File: src/rtl/fduart_gen2_if.sv
// fduart_gen2_if: CPU-side register bus of the UART (TX write, RX read, divisor, status)
interface fduart_gen2_if;
    logic [15:0] data_in;
    logic [15:0] arx_reg_out;
    logic [15:0] status_out;
    logic atx_reg_load;
    logic div_reg_load;
    logic arx_reg_read;
    logic status_clear;
    modport master (
        output data_in, atx_reg_load, div_reg_load, arx_reg_read, status_clear,
        input arx_reg_out, status_out
    );
    modport slave (
        input data_in, atx_reg_load, div_reg_load, arx_reg_read, status_clear,
        output arx_reg_out, status_out
    );
endinterface

File: src/rtl/fduart_gen2.sv
// fduart_gen2: full-duplex UART with TX/RX FIFOs, runtime baud divisor, optional parity and sticky errors
module fduart_gen2 #(
    parameter int DATA_BITS = 8,
    parameter int FIFO_AW = 4,
    parameter bit PARITY_EN = 1'b0,
    parameter bit PARITY_ODD = 1'b0,
    parameter int STOP_BITS = 1,
    parameter logic [15:0] DEFAULT_DIV = 16'd433,
    parameter logic LINE_IDLE_LEVEL = 1'b1,
    parameter logic LINE_DATA_INVERT = 1'b0
) (
    input  logic sysclk,
    input  logic sysreset,
    input  logic async_rx_line,
    output logic async_tx_line,
    fduart_gen2_if.slave bus
);
    localparam int DEPTH = 1 << FIFO_AW;
    typedef enum logic [2:0] {IDLE, START, DATA, PARITY, STOP} state_t;
    state_t tx_state, tx_state_n, rx_state, rx_state_n;
    logic [DATA_BITS-1:0] tx_mem [DEPTH];
    logic [DATA_BITS-1:0] rx_mem [DEPTH];
    logic [FIFO_AW-1:0] tx_wp, tx_rp, rx_wp, rx_rp;
    logic [FIFO_AW:0] tx_cnt, rx_cnt;
    logic tx_push, tx_pop, rx_push, rx_pop, rx_wr;
    logic tx_empty, tx_full, rx_empty, rx_full, tx_busy, rx_busy;
    logic [15:0] div_reg, div_eff;
    logic [15:0] tx_cyc, tx_cyc_n, tx_div, tx_div_n;
    logic [15:0] rx_cyc, rx_cyc_n, rx_div, rx_div_n;
    logic [2:0] tx_bit, tx_bit_n, rx_bit, rx_bit_n;
    logic [DATA_BITS-1:0] tx_byte, tx_byte_n, rx_byte, rx_byte_n;
    logic [16:0] rx_hp;
    logic tx_end, tx_line_n, rx_end, rx_half, rx_s1, rx_s2;
    logic ferr, perr, ovr, ferr_set, perr_set;

    assign div_eff = div_reg < 16'd3 ? 16'd3 : div_reg;
    assign tx_empty = tx_cnt == '0;
    assign tx_full = tx_cnt[FIFO_AW];
    assign rx_empty = rx_cnt == '0;
    assign rx_full = rx_cnt[FIFO_AW];
    assign tx_push = bus.atx_reg_load && (!tx_full || tx_pop);
    assign rx_pop = bus.arx_reg_read && !rx_empty;
    assign rx_wr = rx_push && (!rx_full || rx_pop);
    assign tx_busy = tx_state != IDLE || !tx_empty;
    assign rx_busy = rx_state != IDLE && !rx_push;
    assign bus.arx_reg_out = rx_empty ? 16'd0 : 16'(rx_mem[rx_rp]);
    assign bus.status_out = {7'd0, ovr, perr, ferr, rx_busy, tx_busy, rx_full, rx_empty, tx_full, tx_empty};

    assign tx_end = tx_cyc == tx_div;
    always_comb begin
        tx_state_n = tx_state;
        tx_cyc_n = tx_end ? '0 : tx_cyc + 1'b1;
        tx_bit_n = tx_bit;
        tx_byte_n = tx_byte;
        tx_div_n = tx_div;
        tx_pop = 1'b0;
        case (tx_state)
            IDLE: tx_cyc_n = '0;
            START: if (tx_end) tx_state_n = DATA;
            DATA: if (tx_end) begin
                tx_bit_n = tx_bit + 1'b1;
                if (tx_bit == 3'(DATA_BITS - 1)) begin
                    tx_bit_n = '0;
                    tx_state_n = PARITY_EN ? PARITY : STOP;
                end
            end
            PARITY: if (tx_end) tx_state_n = STOP;
            STOP: if (tx_end) begin
                tx_bit_n = tx_bit + 1'b1;
                if (tx_bit == 3'(STOP_BITS - 1)) begin
                    tx_bit_n = '0;
                    tx_state_n = IDLE;
                end
            end
            default: tx_state_n = IDLE;
        endcase
        // the final stop cycle may load the next byte directly so frames stay contiguous
        if (!tx_empty && (tx_state == IDLE || (tx_state == STOP && tx_state_n == IDLE))) begin
            tx_pop = 1'b1;
            tx_state_n = START;
            tx_cyc_n = '0;
            tx_bit_n = '0;
            tx_byte_n = tx_mem[tx_rp];
            tx_div_n = div_eff;
        end
        tx_line_n = tx_state_n == START ? ~LINE_IDLE_LEVEL :
                    tx_state_n == DATA ? tx_byte_n[tx_bit_n] ^ LINE_DATA_INVERT :
                    tx_state_n == PARITY ? ^tx_byte_n ^ PARITY_ODD ^ LINE_DATA_INVERT :
                    LINE_IDLE_LEVEL;
    end

    assign rx_end = rx_cyc == rx_div;
    assign rx_hp = ({1'b0, rx_div} + 17'd1) >> 1;
    assign rx_half = ({1'b0, rx_cyc} + 17'd1) == rx_hp;
    always_comb begin
        rx_state_n = rx_state;
        rx_cyc_n = rx_cyc + 1'b1;
        rx_bit_n = rx_bit;
        rx_byte_n = rx_byte;
        rx_div_n = rx_div;
        rx_push = 1'b0;
        perr_set = 1'b0;
        ferr_set = 1'b0;
        case (rx_state)
            IDLE: begin
                rx_cyc_n = '0;
                if (rx_s2 != LINE_IDLE_LEVEL) begin
                    rx_state_n = START;
                    rx_div_n = div_eff;
                end
            end
            START: if (rx_half) begin
                rx_cyc_n = '0;
                rx_bit_n = '0;
                rx_state_n = rx_s2 == LINE_IDLE_LEVEL ? IDLE : DATA;
            end
            DATA: if (rx_end) begin
                rx_cyc_n = '0;
                rx_byte_n[rx_bit] = rx_s2 ^ LINE_DATA_INVERT;
                rx_bit_n = rx_bit + 1'b1;
                if (rx_bit == 3'(DATA_BITS - 1)) rx_state_n = PARITY_EN ? PARITY : STOP;
            end
            PARITY: if (rx_end) begin
                rx_cyc_n = '0;
                perr_set = (rx_s2 ^ LINE_DATA_INVERT) != (^rx_byte ^ PARITY_ODD);
                rx_state_n = STOP;
            end
            STOP: if (rx_end) begin
                rx_cyc_n = '0;
                rx_push = 1'b1;
                ferr_set = rx_s2 != LINE_IDLE_LEVEL;
                rx_state_n = IDLE;
            end
            default: rx_state_n = IDLE;
        endcase
    end

    always_ff @(posedge sysclk) begin
        if (tx_push) tx_mem[tx_wp] <= bus.data_in[DATA_BITS-1:0];
        if (rx_wr) rx_mem[rx_wp] <= rx_byte;
    end

    always_ff @(posedge sysclk) begin
        if (sysreset) begin
            tx_wp <= '0;
            tx_rp <= '0;
            tx_cnt <= '0;
            rx_wp <= '0;
            rx_rp <= '0;
            rx_cnt <= '0;
            div_reg <= DEFAULT_DIV;
            tx_state <= IDLE;
            tx_cyc <= '0;
            tx_bit <= '0;
            tx_byte <= '0;
            tx_div <= DEFAULT_DIV;
            async_tx_line <= LINE_IDLE_LEVEL;
            rx_state <= IDLE;
            rx_cyc <= '0;
            rx_bit <= '0;
            rx_byte <= '0;
            rx_div <= DEFAULT_DIV;
            rx_s1 <= LINE_IDLE_LEVEL;
            rx_s2 <= LINE_IDLE_LEVEL;
            ferr <= 1'b0;
            perr <= 1'b0;
            ovr <= 1'b0;
        end else begin
            if (tx_push) tx_wp <= tx_wp + 1'b1;
            if (tx_pop) tx_rp <= tx_rp + 1'b1;
            tx_cnt <= tx_cnt + {{FIFO_AW{1'b0}}, tx_push} - {{FIFO_AW{1'b0}}, tx_pop};
            if (rx_wr) rx_wp <= rx_wp + 1'b1;
            if (rx_pop) rx_rp <= rx_rp + 1'b1;
            rx_cnt <= rx_cnt + {{FIFO_AW{1'b0}}, rx_wr} - {{FIFO_AW{1'b0}}, rx_pop};
            if (bus.div_reg_load) div_reg <= bus.data_in;
            tx_state <= tx_state_n;
            tx_cyc <= tx_cyc_n;
            tx_bit <= tx_bit_n;
            tx_byte <= tx_byte_n;
            tx_div <= tx_div_n;
            async_tx_line <= tx_line_n;
            rx_state <= rx_state_n;
            rx_cyc <= rx_cyc_n;
            rx_bit <= rx_bit_n;
            rx_byte <= rx_byte_n;
            rx_div <= rx_div_n;
            rx_s1 <= async_rx_line;
            rx_s2 <= rx_s1;
            ferr <= ferr_set || (ferr && !bus.status_clear);
            perr <= perr_set || (perr && !bus.status_clear);
            ovr <= (rx_push && rx_full && !rx_pop) || (ovr && !bus.status_clear);
        end
    end
endmodule

File: src/flat_wrapper.sv
// flat-port wrapper written by rule: the top's interface ports become plain ports
module fduart_gen2_flat 
#(
    parameter int DATA_BITS = 8,
    parameter int FIFO_AW = 4,
    parameter bit PARITY_EN = 1'b0,
    parameter bit PARITY_ODD = 1'b0,
    parameter int STOP_BITS = 1,
    parameter logic [15:0] DEFAULT_DIV = 16'd433,
    parameter logic LINE_IDLE_LEVEL = 1'b1,
    parameter logic LINE_DATA_INVERT = 1'b0
)
  (sysclk, sysreset, async_rx_line, async_tx_line, bus_data_in, bus_atx_reg_load, bus_div_reg_load, bus_arx_reg_read, bus_status_clear, bus_arx_reg_out, bus_status_out);
  fduart_gen2_if bus_i ();
  input  logic sysclk;
  input  logic sysreset;
  input  logic async_rx_line;
  output logic async_tx_line;
  input wire logic [$bits(bus_i.data_in)-1:0] bus_data_in;
  input wire logic [$bits(bus_i.atx_reg_load)-1:0] bus_atx_reg_load;
  input wire logic [$bits(bus_i.div_reg_load)-1:0] bus_div_reg_load;
  input wire logic [$bits(bus_i.arx_reg_read)-1:0] bus_arx_reg_read;
  input wire logic [$bits(bus_i.status_clear)-1:0] bus_status_clear;
  output wire logic [$bits(bus_i.arx_reg_out)-1:0] bus_arx_reg_out;
  output wire logic [$bits(bus_i.status_out)-1:0] bus_status_out;
  assign bus_i.data_in = bus_data_in;
  assign bus_i.atx_reg_load = bus_atx_reg_load;
  assign bus_i.div_reg_load = bus_div_reg_load;
  assign bus_i.arx_reg_read = bus_arx_reg_read;
  assign bus_i.status_clear = bus_status_clear;
  assign bus_arx_reg_out = bus_i.arx_reg_out;
  assign bus_status_out = bus_i.status_out;
  fduart_gen2 #(.DATA_BITS(DATA_BITS), .FIFO_AW(FIFO_AW), .PARITY_EN(PARITY_EN), .PARITY_ODD(PARITY_ODD), .STOP_BITS(STOP_BITS), .DEFAULT_DIV(DEFAULT_DIV), .LINE_IDLE_LEVEL(LINE_IDLE_LEVEL), .LINE_DATA_INVERT(LINE_DATA_INVERT)) u_core (.sysclk(sysclk), .sysreset(sysreset), .async_rx_line(async_rx_line), .async_tx_line(async_tx_line), .bus(bus_i));
endmodule
File: config.mk
export PLATFORM = sky130hd
export DESIGN_NAME = fduart_gen2_flat
export DESIGN_NICKNAME = d
export VERILOG_FILES = /design/src/rtl/fduart_gen2_if.sv /design/src/rtl/fduart_gen2.sv /design/src/flat_wrapper.sv
export SDC_FILE = /design/constraint.sdc
export NUM_CORES = 1
export LEC_CHECK = 0
export CAP_MARGIN = 5
export CORE_ASPECT_RATIO = 0.9
export CORE_MARGIN = 5
export CORE_UTILIZATION = 35
export DETAILED_ROUTE_END_ITERATION = 6
export GPL_ROUTABILITY_DRIVEN = 0
export PLACE_DENSITY = 0.58
export SKIP_LAST_GASP = 1
export SYNTH_ARGS = -nofsm -noshare
export SYNTH_HDL_FRONTEND = slang
export SYNTH_SLANG_ARGS = --single-unit
File: constraint.sdc
create_clock -name sysclk -period 7.5 [get_ports sysclk]
set_clock_uncertainty 0.1 [all_clocks]
set_input_delay 1.125 -clock sysclk [delete_from_list [all_inputs] [get_ports sysclk]]
set_output_delay 1.125 -clock sysclk [all_outputs]
set_load 0.03 [all_outputs]
; Word level (Yosys, flattened, before mapping)
; Memories as Yosys holds them, arrays and structs flattened. A register that Yosys moved wholly into a read port is not among the register bits.
; Cells that the tools add are included.
[totals]
wordCells = 164
in_bits = 23
register_bits = 140
mem_bits_rw = 256
mem_count = 2
[memory_table]
columns = memory, words, width, rd, rd_ports_with_merged_regs, write_ports, line_no
row1 = u_core.rx_mem, 16, 8, 1, 1, 1, fduart_gen2.sv:22  ; logic [DATA_BITS-1:0] rx_mem [DEPTH];
row2 = u_core.tx_mem, 16, 8, 1, 1, 1, fduart_gen2.sv:21  ; logic [DATA_BITS-1:0] tx_mem [DEPTH];
[classes]
magnitude_cmp = 4
n_mux = 54
eq_ne = 23
addsub = 14
n_bitwise = 1
reduce_logical = 43
[ops]
columns = op, n
row1 = $mux W3, 20
row2 = $mux W16, 3
row3 = $pmux W16 S3, 1
row4 = $add A16 B1 Y17 const B, 2
row5 = $add A16 B1 Y16 const B, 2
row6 = $eq A16 B16 Y1, 2
row7 = $pmux W3 S5, 2
row8 = $eq A3 B2 Y1 const B, 6
row9 = $eq A17 B16 Y1, 1
row10 = $add A4 B1 Y4 const B, 4
row11 = $lt A16 B2 Y1 const B, 1
row12 = $mux W1, 16
row13 = $mux W4, 4
row14 = $mux W8, 2
row15 = $reduce_xor A8 Y1, 2
row16 = $eq A3 B3 Y1 const B, 4
row17 = $logic_and A1 B1 Y1, 12
row18 = $logic_not A3 Y1, 4
row19 = $pmux W3 S2, 2
row20 = $add A5 B1 Y5, 2
row21 = $logic_not A5 Y1, 2
row22 = $ne A2 B1 Y1 const B, 5
row23 = $sub A5 B1 Y5, 2
row24 = $eq A3 B1 Y1 const B, 3
row25 = 19 further kinds, 35

; Logic depth before layout (Yosys ltp)
[logic_depth]
ltp_word = 13
mapped_depth = 19
depth_no_buf = 16

; Worst setup path before layout
; No wires, ideal clock.
[synth_timing]
path_kind = register -> register
startpoint = register u_core.tx_cyc[7]
endpoint = register u_core.tx_cnt[4]
n_path_buf = 4
slack_ns = 3.867
stages_incl_launch_ff = 20
t_arrival_ns = 3.401
required_time_ns = 7.268
period_less_slack_ns = 3.633
cell_sequence = dfxtp_1 -> clkbuf_1 -> xor2_1 -> nor4_1 -> nand4_1 -> o21a_1 -> clkbuf_1 -> inv_2 -> clkbuf_1 -> clkbuf_1 -> ha_1 -> inv_1 -> ha_1 -> inv_1 -> fa_1 -> inv_1 -> a21oi_1 -> nor2_1 -> or3_1 -> a21oi_1
[synth_via]
elab_chain_cells = 12
[synth_rtl]
columns = element, line_no
row1 = from (decl), fduart_gen2.sv:28  ; logic [15:0] tx_cyc, tx_cyc_n, tx_div, tx_div_n;
row2 = from (signal assigned), fduart_gen2.sv:177  ; tx_cyc <= tx_cyc_n;
row3 = $eq A16 B16 Y1 (*), fduart_gen2.sv:49  ; assign tx_end = tx_cyc == tx_div;
row4 = $mux W3 (on tied branches), -
row5 = $pmux W3 S5 (*), fduart_gen2.sv:57  ; case (tx_state)
row6 = $logic_not A3 Y1 (*), fduart_gen2.sv:78  ; if (!tx_empty && (tx_state == IDLE || (tx_state == STOP && tx_state_n == IDLE))) begin
row7 = $logic_and A1 B1 Y1 (*), fduart_gen2.sv:78
row8 = $logic_or A1 B1 Y1 (*), fduart_gen2.sv:78
row9 = $logic_and A1 B1 Y1 (*), fduart_gen2.sv:78
row10 = $mux W1 (*), fduart_gen2.sv:78
row11 = $logic_or A1 B1 Y1, fduart_gen2.sv:41  ; assign tx_push = bus.atx_reg_load && (!tx_full || tx_pop);
row12 = $logic_and A1 B1 Y1, fduart_gen2.sv:41
row13 = $add A5 B1 Y5, fduart_gen2.sv:171  ; tx_cnt <= tx_cnt + {{FIFO_AW{1'b0}}, tx_push} - {{FIFO_AW{1'b0}}, tx_pop};
row14 = $sub A5 B1 Y5 (*), fduart_gen2.sv:171
row15 = to (signal assigned), fduart_gen2.sv:171
row16 = to (decl), fduart_gen2.sv:24  ; logic [FIFO_AW:0] tx_cnt, rx_cnt;
; Mark *: on every way between the ends. The rest lies on a longest branch, timed or not.
; A chain may end at the register's enable or synchronous reset.

==> tab_implementation.tex <==
\begin{tabular}{lr}
\hline
Metric & Value \\
\hline
\multicolumn{2}{l}{\textbf{Clock network}} \\
Number of setup buffers added after CTS & 0 \\
Number of levels in the clock H-tree & 2 \\
Clock edge transition at the registers on the reported setup and hold paths & $\sim$60 ps \\
TritonCTS clock tree & done \\
\# hold bufs at CTS & 0 \\
Latest clock arrival within the worst-skew pair & 560 ps \\
Clock Tree Root & sky130\_fd\_sc\_hd\_\_clkbuf\_16 \\
Num Clock Sinks & between 400 and 500 \\
Num CTS Buffers & 42 \\
Number of gates given a new drive strength after cts & 0 \\
Maximum clock insertion buffer count & 3 \\
\multicolumn{2}{l}{\textbf{Place}} \\
Sum of net half-perimeters after detailed placement & 24000 um \\
Worst slack after detailed placement & 3580 ps \\
Placed cell area & roughly 0.018 mm2 \\
\# port buffers & 40 \\
Cell count after placement & 1964 \\
\multicolumn{2}{l}{\textbf{Pwr}} \\
Internal Dissipation & around 4.3 mW \\
Net load switching power & $\sim$1.7 mW \\
P\_leak & 6.68 nW \\
Power density over cell area & 304 mW/mm2 \\
Fraction of power consumed by sequential logic & between 40\% and 50\% \\
Fraction of power consumed by combinational cells & a little under a quarter \\
Clock network power share & 33.6\% \\
Peak ir drop on the vdd network & 0.164 mV \\
Net Sw Frac & between 20 and 30\% \\
Overall power after layout & $\sim$6.0 mW \\
\multicolumn{2}{l}{\textbf{Hold path}} \\
Origin of the worst min-delay path & u\_core.rx\_s1\$\_SDFF\_PP1\_ \\
Kind of path behind the tightest hold check & reg2reg \\
Worst hold path cell count & 1 \\
Hold Crit Endpoint & u\_core.rx\_s2\$\_SDFF\_PP1\_ \\
\multicolumn{2}{l}{\textbf{Synth}} \\
Synth Area in XOR/XNOR & 6.55\% \\
Netlist area before placement & 0.0175 mm2 \\
Main combinational cell family by area after synthesis & multiplexers \\
Biggest area contributors in the synthesized netlist & sky130\_fd\_sc\_hd\_\_edfxtp\_1, sky130\_fd\_sc\_hd\_\_dfxtp\_1, sky130\_fd\_sc\_hd\_\_mux4\_2, sky130\_fd\_sc\_hd\_\_xnor2\_1, sky130\_fd\_sc\_hd\_\_mux2i\_1 \\
Adder-cell share of the synthesized area & between 2 and 2.5\% \\
Synth Area in Simple Gates & roughly 11\% \\
Yosys warns & 0 \\
Unique cell type count in the Yosys netlist & 61 \\
Proportion of netlist area held by the largest area contributor & between 40\% and 50\% \\
Most common cell in the netlist & sky130\_fd\_sc\_hd\_\_edfxtp\_1 \\
Most instantiated cells after synthesis & sky130\_fd\_sc\_hd\_\_edfxtp\_1, sky130\_fd\_sc\_hd\_\_dfxtp\_1, sky130\_fd\_sc\_hd\_\_nor2\_1 \\
Synthesized instance count & 1315 \\
Avg Cell Area, Syn & 13.3 um2 \\
Sequential share of the synthesized area & roughly 60\% \\
Dominant cell type by area after synthesis & sky130\_fd\_sc\_hd\_\_edfxtp\_1 \\
Yosys reg bits & 404 \\
Main synth FF type & sky130\_fd\_sc\_hd\_\_edfxtp\_1 \\
Share of cell area taken by muxes after synthesis & about an eighth \\
Fraction of the mapped netlist area in compound gates & 2.95\% \\
Number of enable flip-flop cells after synthesis & approximately 260 \\
Async SR Flop Fraction & 0\% \\
\multicolumn{2}{l}{\textbf{Detailed routing}} \\
Routed length per placed instance & approximately 18 um \\
Number of design rule violations left after detail routing & 0 \\
Via density per instance & 4.85 \\
First DRT Iteration DRCs & between 600 and 700 \\
Drt total wl & 36400 um \\
DR pass1 iterations & 5 \\
Antenna viol nets, final & 0 \\
Via total after detailed routing & 9900 \\
\multicolumn{2}{l}{\textbf{Timing}} \\
Hold Slack & about 310 ps \\
Count of pins over their slew limit & 0 \\
Final setup vio count & 0 \\
Remaining max-slew budget at the tightest pin & 23.5\% \\
Aggregate negative setup slack & 0 ps \\
Final worst slack & slightly above 3000 ps \\
Pin slew with the least headroom to its limit & $\sim$1100 ps \\
Final critical-path share of the clock period & between 50\% and 60\% \\
Hold violation count in the final report & 0 \\
Setup repair after global routing missed its margin & false \\
Highest clock rate & 225 MHz \\
Final min period & roughly 4400 ps \\
\multicolumn{2}{l}{\textbf{Final layout}} \\
Largest registers in the final layout & u\_core.rx\_mem: 128 flops, u\_core.tx\_mem: 128 flops \\
Synthesis-to-layout area growth & 13.2\% \\
Number of antenna diodes & 0 \\
Core Util, Final & approximately 40\% \\
Fin area & 0.0198 mm2 \\
Ratio of cells with drive above 1 in the final layout & between 10\% and 20\% \\
Final cell count without fillers & around 2000 \\
Layout net count & 1392 \\
\multicolumn{2}{l}{\textbf{Worst setup path}} \\
CP top delay family & buffers and inverters \\
Required time worst endpoint & approximately 6300 ps \\
Depth of the worst register-to-register path & 8 \\
Crit Path Max Fanout & 32 \\
Library cell contributing the largest single delay on the critical path & sky130\_fd\_sc\_hd\_\_clkdlybuf4s50\_1 \\
Sort of element at the start of the critical path & register \\
Crit path buffers/inverters & 2 \\
Critical R2R Launch & u\_core.tx\_cyc[2]\$\_SDFF\_PP0\_ \\
Cells along the critical path & buf\_4, mux4\_2, mux4\_2, nor2b\_1, clkdlybuf4s50\_1 \\
Setup slack on the worst flop-to-flop path & $\sim$3800 ps \\
Library cell appearing most often on the critical path & sky130\_fd\_sc\_hd\_\_mux4\_2 \\
Arr. time, crit path & around 3200 ps \\
Kind of end point of the critical path & output pin \\
Delay contributed by the slowest stage of the critical path & 610 ps \\
Capturing point of the worst reg2reg path & u\_core.tx\_mem[15][1]\$\_DFFE\_PP\_ \\
Type of the setup path with the least slack & reg2out \\
\multicolumn{2}{l}{\textbf{Floorplanning}} \\
Number of rows created at floorplan & a little under 80 \\
Core ar. & approximately 0.05 mm2 \\
I/O pin count & 56 \\
Vertical extent of the die & $\sim$220 um \\
Die outline width & roughly 250 um \\
DIE AREA & around 0.055 mm2 \\
Starting density of the core & between 30 and 40\% \\
\multicolumn{2}{l}{\textbf{Global routing}} \\
Overflow left after global routing & 0 \\
Via count of the first global-routing pass & 9960 \\
Pin count of the biggest net entering global routing & 79 \\
All-Layer GR Usage & between 10\% and 20\% \\
First-pass GRT wire length & about 58000 um \\
Antenna violations before repair & 0 \\
\multicolumn{2}{l}{\textbf{Status}} \\
Result of the run & finished clean \\
\multicolumn{2}{l}{\textbf{Flow run}} \\
Number of max-cap violations & 0 \\
\hline
\end{tabular}
layer usage:
metal | up-vias | GRT usage (%) | wire [um]
li1 | 4773 | - | -
met1 | 4918 | 18.6 | 16900
met2 | 165 | 21.4 | 17300
met3 | 44 | 2.66 | 1650
met4 | 0 | 3.15 | 550
met5 | - | 0 | 0
cells in the final DEF, fill, tap and decap left out, drive strengths merged, types with 3 or more instances in the layout:
cell           instances
buf                   14
o21ai                  9
clkdlybuf4s50         39
conb                  15
or2                    3
nor2                 141
xnor3                  3
edfxtp               256
nand2                116
and4                   3
and3                  12
o211ai                 3
nand2b                 4
nor3b                  4
nor4                  17
nor2b                 17
nand3                 38
or3                    3
xor2                  52
a21oi                 47
mux2                   3
clkinv                16
dfxtp                148
xnor2                 71
mux2i                 53
clkbuf                54
inv                   40
nor3                  25
nand4                 21
mux4                  72
clkinvlp               3
a22o                   3
a211oi                 4
and2                   5
a22oi                  3
ha                    30
cell families (layout without fill, tap and decap cells):
kind of cell	after synthesis	count (layout)
XOR/XNOR	126	126
AO/OA/AOI/OAI	81	81
multiplexers	128	128
AND/OR/NAND/NOR	415	415
buffers and inverters	128	168
flip-flops	404	404
adder cells (fa/ha/maj)	32	32
other	1	15
worst max-delay path by stage:
| stage | startpoint | endpoint | slack [ps] | depth (start not counted) |
|---|---|---|---|---|
| after floorplan | u_core.tx_cyc[7]$_SDFF_PP0_ | u_core.tx_cnt[4]$_SDFF_PP0_ | 3870 | 19 |
| after global placement | register | bus_arx_reg_out[3] | 3620 | 5 |
| after detailed placement | register | bus_arx_reg_out[3] | 3580 | 5 |
| after CTS | register | bus_arx_reg_out[3] | 2960 | 5 |
| after global routing | register | bus_arx_reg_out[5] | 2860 | 5 |
| final | register | bus_arx_reg_out[3] | 3050 | 5 |
layout make-up:
type                            instances  area (um2)
Fill cell                            4606       29500
Clock inverter                         22         186
Multi-Input combinational cell        797        6320
Timing Repair Buffer                   53         495
Inverter                               39         146
Tap cell                              671         840
Sequential cell                       404       10700
Clock buffer                           54        1160
power by group through the flow:
stage / Sequential (mW) / Combinational [mW] / Clock [mW]
detailed placement: 2.64 / 1.43 / 0
global placement: 2.64 / 1.41 / 0
global route: 2.61 / 1.57 / 2.18
finish: 2.59 / 1.41 / 2.02
floorplan: 2.58 / 1.14 / 0
CTS: 2.59 / 1.44 / 2.08
(Power assumes the default switching activity.)
